File: src/rtl/mc_ctrl_pkg.sv
// Shared types and encodings for the multi-cycle RV32I control sequencer.
// Imported by the FSM and its ALU decoder.
package mc_ctrl_pkg;

  typedef enum logic [3:0] {
    FETCH,
    DECODE,
    MEMADR,
    MEMREAD,
    MEMWB,
    MEMWRITE,
    EXECR,
    EXECI,
    ALUWB,
    JAL,
    JALR,
    BRANCH,
    LUI,
    HALT
  } state_e;

  localparam logic [6:0] OP_LOAD   = 7'b0000011;
  localparam logic [6:0] OP_STORE  = 7'b0100011;
  localparam logic [6:0] OP_RTYPE  = 7'b0110011;
  localparam logic [6:0] OP_ITYPE  = 7'b0010011;
  localparam logic [6:0] OP_JAL    = 7'b1101111;
  localparam logic [6:0] OP_JALR   = 7'b1100111;
  localparam logic [6:0] OP_BRANCH = 7'b1100011;
  localparam logic [6:0] OP_LUI    = 7'b0110111;

  typedef enum logic [2:0] {
    ALU_ADD = 3'b000,
    ALU_SUB = 3'b001,
    ALU_AND = 3'b010,
    ALU_OR  = 3'b011,
    ALU_SLT = 3'b101
  } alu_ctl_e;

  typedef enum logic [2:0] {
    IMM_I = 3'b000,
    IMM_S = 3'b001,
    IMM_B = 3'b010,
    IMM_J = 3'b011,
    IMM_U = 3'b100
  } imm_src_e;

  typedef enum logic [1:0] {
    RES_ALUOUT    = 2'b00,
    RES_DATA      = 2'b01,
    RES_ALURESULT = 2'b10,
    RES_IMMEXT    = 2'b11
  } result_src_e;

  typedef enum logic [1:0] {
    SRCA_PC    = 2'b00,
    SRCA_OLDPC = 2'b01,
    SRCA_RS1   = 2'b10
  } src_a_e;

  typedef enum logic [1:0] {
    SRCB_RS2  = 2'b00,
    SRCB_IMM  = 2'b01,
    SRCB_FOUR = 2'b10
  } src_b_e;

  typedef enum logic [1:0] {
    ERR_NONE    = 2'b00,
    ERR_ILLEGAL = 2'b01,
    ERR_TIMEOUT = 2'b10
  } err_e;

  // States that hold a memory request open and so count toward the timeout.
  function automatic logic is_mem_wait(input state_e s);
    return (s == FETCH) || (s == MEMREAD) || (s == MEMWRITE);
  endfunction

endpackage

File: src/rtl/mc_alu_decoder.sv
// Maps op/func3/func7 to the ALU operation for EXECR/EXECI/BRANCH and
// flags opcodes or func3 values the datapath does not support.
module mc_alu_decoder
  import mc_ctrl_pkg::*;
(
  input  logic [6:0] op,
  input  logic [2:0] func3,
  input  logic [6:0] func7,
  output logic [2:0] alu_control,
  output logic       illegal
);

  // Only func7[5] (add/sub select) carries meaning here.
  logic unused_func7;
  assign unused_func7 = ^{func7[6], func7[4:0]};

  always_comb begin
    alu_control = ALU_ADD;
    illegal     = 1'b0;
    case (op)
      OP_LOAD, OP_STORE: illegal = (func3 != 3'b010);
      OP_RTYPE: begin
        case (func3)
          3'b000:  alu_control = func7[5] ? ALU_SUB : ALU_ADD;
          3'b111:  alu_control = ALU_AND;
          3'b110:  alu_control = ALU_OR;
          3'b010:  alu_control = ALU_SLT;
          default: illegal = 1'b1;
        endcase
      end
      OP_ITYPE: begin
        case (func3)
          3'b000:  alu_control = ALU_ADD;
          3'b010:  alu_control = ALU_SLT;
          3'b110:  alu_control = ALU_OR;
          3'b111:  alu_control = ALU_AND;
          default: illegal = 1'b1;
        endcase
      end
      OP_BRANCH: begin
        case (func3)
          3'b000, 3'b001: alu_control = ALU_SUB;
          3'b100, 3'b101: alu_control = ALU_SLT;
          default:        illegal = 1'b1;
        endcase
      end
      OP_JAL, OP_JALR, OP_LUI: illegal = 1'b0;
      default: illegal = 1'b1;
    endcase
  end

endmodule

File: src/rtl/mc_control_fsm.sv
// Moore control sequencer for the multi-cycle RV32I datapath: steps each
// instruction through its states, stalls on mem_ready, halts on errors.
module mc_control_fsm
  import mc_ctrl_pkg::*;
#(
  parameter int unsigned TIMEOUT_CYCLES = 255,
  parameter int unsigned TO_W           = 8
) (
  input  logic       clk,
  input  logic       rst,
  input  logic [6:0] op,
  input  logic [2:0] func3,
  input  logic [6:0] func7,
  input  logic       Zero,
  input  logic       mem_ready,
  output logic       mem_req,
  output logic       PCWrite,
  output logic       AdrSrc,
  output logic       MemWrite,
  output logic       IRWrite,
  output logic [1:0] ResultSrc,
  output logic [1:0] ALUSrcA,
  output logic [1:0] ALUSrcB,
  output logic [2:0] ALUControl,
  output logic [2:0] ImmSrc,
  output logic       RegWrite,
  output logic       instr_done,
  output logic       halted,
  output logic [1:0] error_code
);

  localparam logic [TO_W-1:0] TO_LIMIT = TO_W'(TIMEOUT_CYCLES);

  state_e          state_q, state_d;
  logic [TO_W-1:0] to_cnt_q, to_cnt_d;
  err_e            err_q, err_d;

  logic [2:0] dec_alu;
  logic       dec_illegal;
  logic       waiting;
  logic       timeout_hit;

  mc_alu_decoder u_alu_dec (
    .op          (op),
    .func3       (func3),
    .func7       (func7),
    .alu_control (dec_alu),
    .illegal     (dec_illegal)
  );

  always_ff @(posedge clk or negedge rst) begin
    if (!rst) begin
      state_q  <= FETCH;
      to_cnt_q <= '0;
      err_q    <= ERR_NONE;
    end else begin
      state_q  <= state_d;
      to_cnt_q <= to_cnt_d;
      err_q    <= err_d;
    end
  end

  always_comb begin
    waiting     = is_mem_wait(state_q);
    timeout_hit = (TIMEOUT_CYCLES != 0) && waiting && !mem_ready &&
                  (to_cnt_q == TO_LIMIT);
    to_cnt_d    = (waiting && !mem_ready && !timeout_hit) ? to_cnt_q + 1'b1 : '0;
  end

  always_comb begin
    state_d = state_q;
    err_d   = err_q;
    case (state_q)
      FETCH:    if (mem_ready) state_d = DECODE;
      DECODE: begin
        if (dec_illegal) begin
          state_d = HALT;
          err_d   = ERR_ILLEGAL;
        end else begin
          case (op)
            OP_LOAD, OP_STORE: state_d = MEMADR;
            OP_RTYPE:          state_d = EXECR;
            OP_ITYPE:          state_d = EXECI;
            OP_JAL:            state_d = JAL;
            OP_JALR:           state_d = JALR;
            OP_BRANCH:         state_d = BRANCH;
            OP_LUI:            state_d = LUI;
            default: begin
              state_d = HALT;
              err_d   = ERR_ILLEGAL;
            end
          endcase
        end
      end
      MEMADR:   state_d = (op == OP_STORE) ? MEMWRITE : MEMREAD;
      MEMREAD:  if (mem_ready) state_d = MEMWB;
      MEMWB:    state_d = FETCH;
      MEMWRITE: if (mem_ready) state_d = FETCH;
      EXECR:    state_d = ALUWB;
      EXECI:    state_d = ALUWB;
      ALUWB:    state_d = FETCH;
      JAL:      state_d = ALUWB;
      JALR:     state_d = JAL;
      BRANCH:   state_d = FETCH;
      LUI:      state_d = FETCH;
      HALT:     state_d = HALT;
      default:  state_d = HALT;
    endcase
    // A stalled access overrides whatever transition the state would take.
    if (timeout_hit) begin
      state_d = HALT;
      err_d   = ERR_TIMEOUT;
    end
  end

  always_comb begin
    mem_req    = 1'b0;
    PCWrite    = 1'b0;
    AdrSrc     = 1'b0;
    MemWrite   = 1'b0;
    IRWrite    = 1'b0;
    ResultSrc  = RES_ALUOUT;
    ALUSrcA    = SRCA_PC;
    ALUSrcB    = SRCB_RS2;
    ALUControl = ALU_ADD;
    ImmSrc     = IMM_I;
    RegWrite   = 1'b0;
    instr_done = 1'b0;
    halted     = 1'b0;
    error_code = err_q;
    case (state_q)
      FETCH: begin
        mem_req   = 1'b1;
        ALUSrcB   = SRCB_FOUR;
        ResultSrc = RES_ALURESULT;
        IRWrite   = mem_ready;
        PCWrite   = mem_ready;
      end
      DECODE: begin
        ALUSrcA = SRCA_OLDPC;
        ALUSrcB = SRCB_IMM;
        ImmSrc  = IMM_B;
      end
      MEMADR: begin
        ALUSrcA = SRCA_RS1;
        ALUSrcB = SRCB_IMM;
        ImmSrc  = (op == OP_STORE) ? IMM_S : IMM_I;
      end
      MEMREAD: begin
        mem_req = 1'b1;
        AdrSrc  = 1'b1;
      end
      MEMWB: begin
        ResultSrc  = RES_DATA;
        RegWrite   = 1'b1;
        instr_done = 1'b1;
      end
      MEMWRITE: begin
        mem_req    = 1'b1;
        AdrSrc     = 1'b1;
        MemWrite   = 1'b1;
        instr_done = mem_ready;
      end
      EXECR: begin
        ALUSrcA    = SRCA_RS1;
        ALUSrcB    = SRCB_RS2;
        ALUControl = dec_alu;
      end
      EXECI: begin
        ALUSrcA    = SRCA_RS1;
        ALUSrcB    = SRCB_IMM;
        ALUControl = dec_alu;
      end
      ALUWB: begin
        RegWrite   = 1'b1;
        instr_done = 1'b1;
      end
      JAL: begin
        ALUSrcA = SRCA_OLDPC;
        ALUSrcB = SRCB_FOUR;
        PCWrite = 1'b1;
      end
      JALR: begin
        ALUSrcA = SRCA_RS1;
        ALUSrcB = SRCB_IMM;
      end
      BRANCH: begin
        ALUSrcA    = SRCA_RS1;
        ALUSrcB    = SRCB_RS2;
        ALUControl = dec_alu;
        instr_done = 1'b1;
        case (func3)
          3'b000:  PCWrite = Zero;
          3'b001:  PCWrite = ~Zero;
          3'b100:  PCWrite = ~Zero;
          3'b101:  PCWrite = Zero;
          default: PCWrite = 1'b0;
        endcase
      end
      LUI: begin
        ImmSrc     = IMM_U;
        ResultSrc  = RES_IMMEXT;
        RegWrite   = 1'b1;
        instr_done = 1'b1;
      end
      HALT:    halted = 1'b1;
      default: halted = 1'b0;
    endcase
    // Reset gates everything so no strobe escapes while rst is low.
    if (!rst) begin
      mem_req    = 1'b0;
      PCWrite    = 1'b0;
      AdrSrc     = 1'b0;
      MemWrite   = 1'b0;
      IRWrite    = 1'b0;
      ResultSrc  = '0;
      ALUSrcA    = '0;
      ALUSrcB    = '0;
      ALUControl = '0;
      ImmSrc     = '0;
      RegWrite   = 1'b0;
      instr_done = 1'b0;
      halted     = 1'b0;
      error_code = '0;
    end
  end

endmodule

File: config.mk
export PLATFORM = sky130hd
export DESIGN_NAME = mc_control_fsm
export DESIGN_NICKNAME = d
export VERILOG_FILES = /design/src/rtl/mc_ctrl_pkg.sv /design/src/rtl/mc_alu_decoder.sv /design/src/rtl/mc_control_fsm.sv
export SDC_FILE = /design/constraint.sdc
export NUM_CORES = 1
export LEC_CHECK = 0
export ABC_AREA = 1
export ABC_CLOCK_PERIOD_IN_PS = 2700
export CAP_MARGIN = 25
export CORE_MARGIN = 2
export CORE_UTILIZATION = 51
export DETAILED_ROUTE_END_ITERATION = 16
export PLACE_DENSITY = 0.9
export SYNTH_ARGS = -nofsm -noshare
export SYNTH_HDL_FRONTEND = slang
export SYNTH_HIERARCHICAL = 1
export SYNTH_SLANG_ARGS = --single-unit
File: constraint.sdc
create_clock -name clk -period 2.7 [get_ports clk]
set_input_delay 0.27 -clock clk [delete_from_list [all_inputs] [get_ports clk]]
set_output_delay 0.27 -clock clk [all_outputs]
set_load 0.03 [all_outputs]
Word-level counts from Yosys, hierarchy flattened
Cells that the tools add are included.
Operators by class
  add/subtract/negate cells: 1
  eq/ne operators: 33
  multiplexer cells: 50
  bitwise gates (word level): 1
  reduce and logical (&&, ||, !) cells: 32
Operator list (count)
  one-hot mux 4 bit (8 select lines): 1
  one-hot mux 4 bit (7 select lines): 1
  one-hot mux 3 bit (3 select lines): 3
  equality test 4 bit, second input constant: 6
  equality test 7 x 6 -> 1 bit, second input constant: 3
  equality test 7 bit, second input constant: 3
  two-way mux 4 bit: 5
  two-way mux 1 bit: 18
  OR reduction 2 bit: 9
  equality test 4 x 3 -> 1 bit, second input constant: 4
  two-way mux 2 bit: 8
  OR reduction 4 bit: 4
  OR reduction 3 bit: 5
  equality test 3 bit, second input constant: 4
  two-way mux 3 bit: 4
  one-hot mux 3 bit (4 select lines): 1
  != test 3 bit, second input constant: 3
  adder 8 x 1 -> 8 bit, second input constant: 1
  equality test 4 x 2 -> 1 bit, second input constant: 2
  equality test 8 bit, second input constant: 1
  two-way mux 8 bit: 1
  one-hot mux 2 bit (2 select lines): 2
  OR reduction 8 bit: 1
  equality test 7 x 2 -> 1 bit, second input constant: 1
  other kinds (21): 26
Word-level totals
  register bits: 14
  bits of input ports: 21
  output and inout bits: 22
  word-level logic and storage cells: 120

Longest topological paths before layout
  depth after elaboration: 8
  mapped depth: 13
  depth with buffers taken out: 13

By module
Netlist, hierarchy kept.
Modules (own cells, without submodules)
  mc_control_fsm: times used 1, cells an instance 183, area each 1184.9 um^2, sequential area each 350.3 um^2
  mc_alu_decoder: times used 1, cells an instance 40, area each 216.5 um^2, sequential area each 0.0 um^2

Worst setup path before layout
No wires, ideal clock.
  kind: reg2out
  start: register state_q[2]
  end: output port ImmSrc[0]
  data arrival time: 1708 ps
  data required time: 2430 ps
  path slack: 722 ps
  cell stages (with the launch flop): 4
  buffers on the path: 0
  cells stage by stage: dfrtp_1 -> nor2_4 -> inv_4 -> nor4_1
On the way
  word-level cells in the longest chain between the ends: 3
  elaborated cells on any way between the ends: 5
  those cells by class: 3 x eq/ne; 2 x mux
Ends and longest elaborated chain
  start, declared: RTL line mc_control_fsm.sv:34  | state_e state_q, state_d;
  start signal, assigned: RTL line mc_control_fsm.sv:57  | state_q <= state_d;
  equality test 4 bit (tied with other cells): RTL line mc_control_fsm.sv:131  | case (state_q)
  one-hot mux 3 bit (3 select lines) *: RTL line mc_control_fsm.sv:131
  two-way mux 3 bit *: RTL line mc_control_fsm.sv:210  | if (!rst) begin
  end, declared: RTL line mc_control_fsm.sv:25  | output logic [2:0] ImmSrc,
Every way passes the cells marked *; elsewhere a longest branch is shown, timed or not.

Final worst setup path
  start: input port op[3]
  end: output port ALUControl[0]
On the way
  word-level cells in the longest chain between the ends: 4
  elaborated cells on any way between the ends: 6
  those cells by class: 3 x eq/ne; 3 x mux
Ends and longest elaborated chain
  start, declared: RTL line mc_control_fsm.sv:11  | input logic [6:0] op,
  equality test 7 bit (tied with other cells): RTL line mc_alu_decoder.sv:20  | case (op)
  one-hot mux 3 bit (3 select lines) *: RTL line mc_alu_decoder.sv:20
  named net dec_alu[0]: RTL line mc_control_fsm.sv:38  | logic [2:0] dec_alu;
  two-way mux 3 bit *: RTL line mc_control_fsm.sv:131
  two-way mux 3 bit *: RTL line mc_control_fsm.sv:210
  end, declared: RTL line mc_control_fsm.sv:24  | output logic [2:0] ALUControl,
Mark *: on every way through the listed nets, which the timed path passes. The rest lies on a longest branch.

==> results by group <==
Clock network
  • Clk Latency, worst-skew pair: 280 ps
  • Num CTS Buffers: 3
  • Reg clk slew, reported paths: 80 ps
  • H-tree Lvls: 1
  • Post-CTS sizing: 0
  • Setup bufs post-CTS: 0
  • Root buffer cell: clkbuf_4
  • CTS Sinks: 14
  • CTS Buffer Depth: 2
  • CTS Hold Buffers Added: 0
  • CTS tree: built

Critical path
  • CP arrival: 2170 ps
  • Critical-path maximum fanout: 6
  • Critical path launch point type: input pin
  • CP Data Required Time: 2430 ps
  • Critical path endpoint category: primary output
  • FF-to-FF setup slack: 1200 ps
  • CP Class: input pin to primary output

Timing
  • Fmax: 410 MHz
  • Period utilization: 90.4%
  • Max-slew headroom: 78.7%
  • Final critical-path required period: 2440 ps
  • Final WS setup: 260 ps
  • Min Hold Slack: 201 ps
  • Setup Skew: 8.72 ps
  • Slew @ Worst Pin: 317 ps
  • TNS Setup: 0 ps
  • Max-slew violation count: 0
  • RSZ-0062 raised after global routing: no
  • Final hold vios: 0
  • Final setup fails: 0

Logic synthesis
  • Cell variety after synth: 28
  • Mapped Area: 0.00140 mm^2
  • Post-Syn Instances: 223
  • Yosys warns: 6
  • Mean Syn Cell Area: 6.28 um^2
  • Register area share after synthesis: 25.0%
  • Synthesized flop and latch total: 14
  • Syn Nets: 245

Final layout
  • Filler Cell Count: 261
  • ANT cells: 0
  • Area delta synth->final: 29.1%
  • Layout cells sized above 1: 19.8%
  • Most frequent cells in the layout: 47 x nand2_1, 43 x nor2_1, 30 x inv_1
  • Most common cell after layout, fill and taps aside: nand2_1
  • Nets: 287
  • Final Util: 67.3%
  • Fin cells: 294

Global routing
  • Vias in the first global route: 1410
  • Largest net degree at the start of global routing: 16
  • GR Overflow Total: 0
  • First-pass GRT wire length: 5710 um
  • GRT Overall Usage: 22.0%
  • Initial antenna violation count: 0

Run status
  • Status: completed

Drt
  • Routed vias/inst: 5.07
  • WL per Instance: 10.6 um
  • Total routed wirelength: 3110 um
  • Via Count: 1492
  • ANT nets after route: 0
  • DRC violation count after routing: 0
  • Drt first pass iters: 4
  • Initial DRC count: 46

Die
  • Std-Cell Core Area: 0.00269 mm^2
  • Die H: 56.4 um
  • Cell Rows: 19
  • Chip width: 56.4 um
  • Io pins: 43
  • Initial core utilization: 52.2%
  • Die ar.: 0.00318 mm^2

Place
  • DP Cell Count: 291
  • DP HPWL: 2550 um
  • Count of input and output buffers: 36
  • Worst slack at placement: 257 ps
  • Global placer's final weighted congestion: 0.909

Power and ir drop
  • Leakage dissipation: 0.901 nW
  • Power Density: 621 mW/mm^2
  • VDD IR max: 0.646 mV

Job
  • Max-Cap Viols: 0

Worst hold path
  • Hold WC Path Type: input pin to async pin
==> cells by family (layout without fill, tap and decap cells) <==
| family | Yosys count | after routing | share of synthesized area, % |
|---|---|---|---|
| and+or+nand+nor | 146 | 146 | 54.1 |
| buffers and inverters | 40 | 80 | 10.9 |
| AOI/OAI and AO/OA | 19 | 19 | 7.23 |
| DFF | 14 | 14 | 25.0 |
| xor gates and xnor gates | 3 | 3 | 1.88 |
| adders and majority gates | 1 | 1 | 0.893 |
==> path summary, 6_finish.rpt <==
| check | start | end | depth (start not counted) |
|---|---|---|---|
| worst max-delay path | op[3] | ALUControl[0] | 9 |
| worst min-delay path | rst | state_q[1]$_DFFE_PN0P_ | 1 |
| worst max register to register | state_q[2]$_DFFE_PN0P_ | state_q[2]$_DFFE_PN0P_ | 9 |
| worst min register to register | to_cnt_q[0]$_DFF_PN0_ | to_cnt_q[0]$_DFF_PN0_ | 1 |
| max in group asynchronous | rst | to_cnt_q[5]$_DFF_PN0_ | 2 |
| min in group clk | to_cnt_q[0]$_DFF_PN0_ | to_cnt_q[0]$_DFF_PN0_ | 1 |
==> flip-flops by register name, indices dropped and copies added (netlist names) <==
signal    cells
state_q       4
to_cnt_q      8
err_q         2
==> worst max-delay path, cell delays in order <==
cell             delay (ps)
clkdlybuf4s50_1         540
nor2_4                  200
nand2_2                  90
nor2_4                  130
nand2_1                  60
o21ai_1                  60
inv_1                    50
nor2_1                  100
clkdlybuf4s50_1         670
==> report_power, final <==
group	internal, mW	leakage [nW]	switching [mW]	total [mW]
sequential	0.241	0.185	0.0475	0.288
clock	0.0518	0.0138	0.0658	0.118
combinational	0.252	0.702	0.466	0.717
==> layout make-up <==
cell class | instances | area (um^2) | share of cell area [%]
clock buffer | 3 | 22.5 | 1.24
sequential | 14 | 350 | 19.4
inverter | 39 | 149 | 8.23
multi-input combinational | 169 | 898 | 49.7
timing repair buffer | 38 | 350 | 19.4
tap | 31 | 38.8 | 2.14
==> layer usage <==
metal  up-vias  global-route usage [%]  wire, um
met5         -                       0         0
met2        39                    39.2      1590
met3         4                    3.69       117
met4         0                    6.12        25
li1        786                       -         -
met1       663                    27.0      1370
==> synth_stat cells, drive strengths merged <==
master / n / area share, %
a21oi: 8 / 2.9
a31oi: 2 / 0.89
and3: 1 / 0.45
clkbuf: 1 / 0.27
clkinv: 1 / 0.27
dfrtp: 14 / 25
ha: 1 / 0.89
inv: 38 / 10
nand2: 56 / 17
nand3: 21 / 9.3
nand3b: 2 / 2.0
nand4: 3 / 1.3
nor2: 53 / 19
nor3: 6 / 2.1
nor3b: 3 / 2.7
nor4: 1 / 0.45
o21ai: 9 / 3.5
xnor2: 3 / 1.9
==> metrics by stage <==
| step | power, mW | instance area, um^2 |
|---|---|---|
| 2_1_floorplan | 0.795 | 1400 |
| 3_3_place_gp | 0.997 | 1790 |
| 3_5_place_dp | 1.01 | 1790 |
| 4_1_cts | 1.13 | 1810 |
| 5_1_grt | 1.22 | 1810 |
| 6_report | 1.12 | 1810 |
Power figures use the tool's default switching activity.
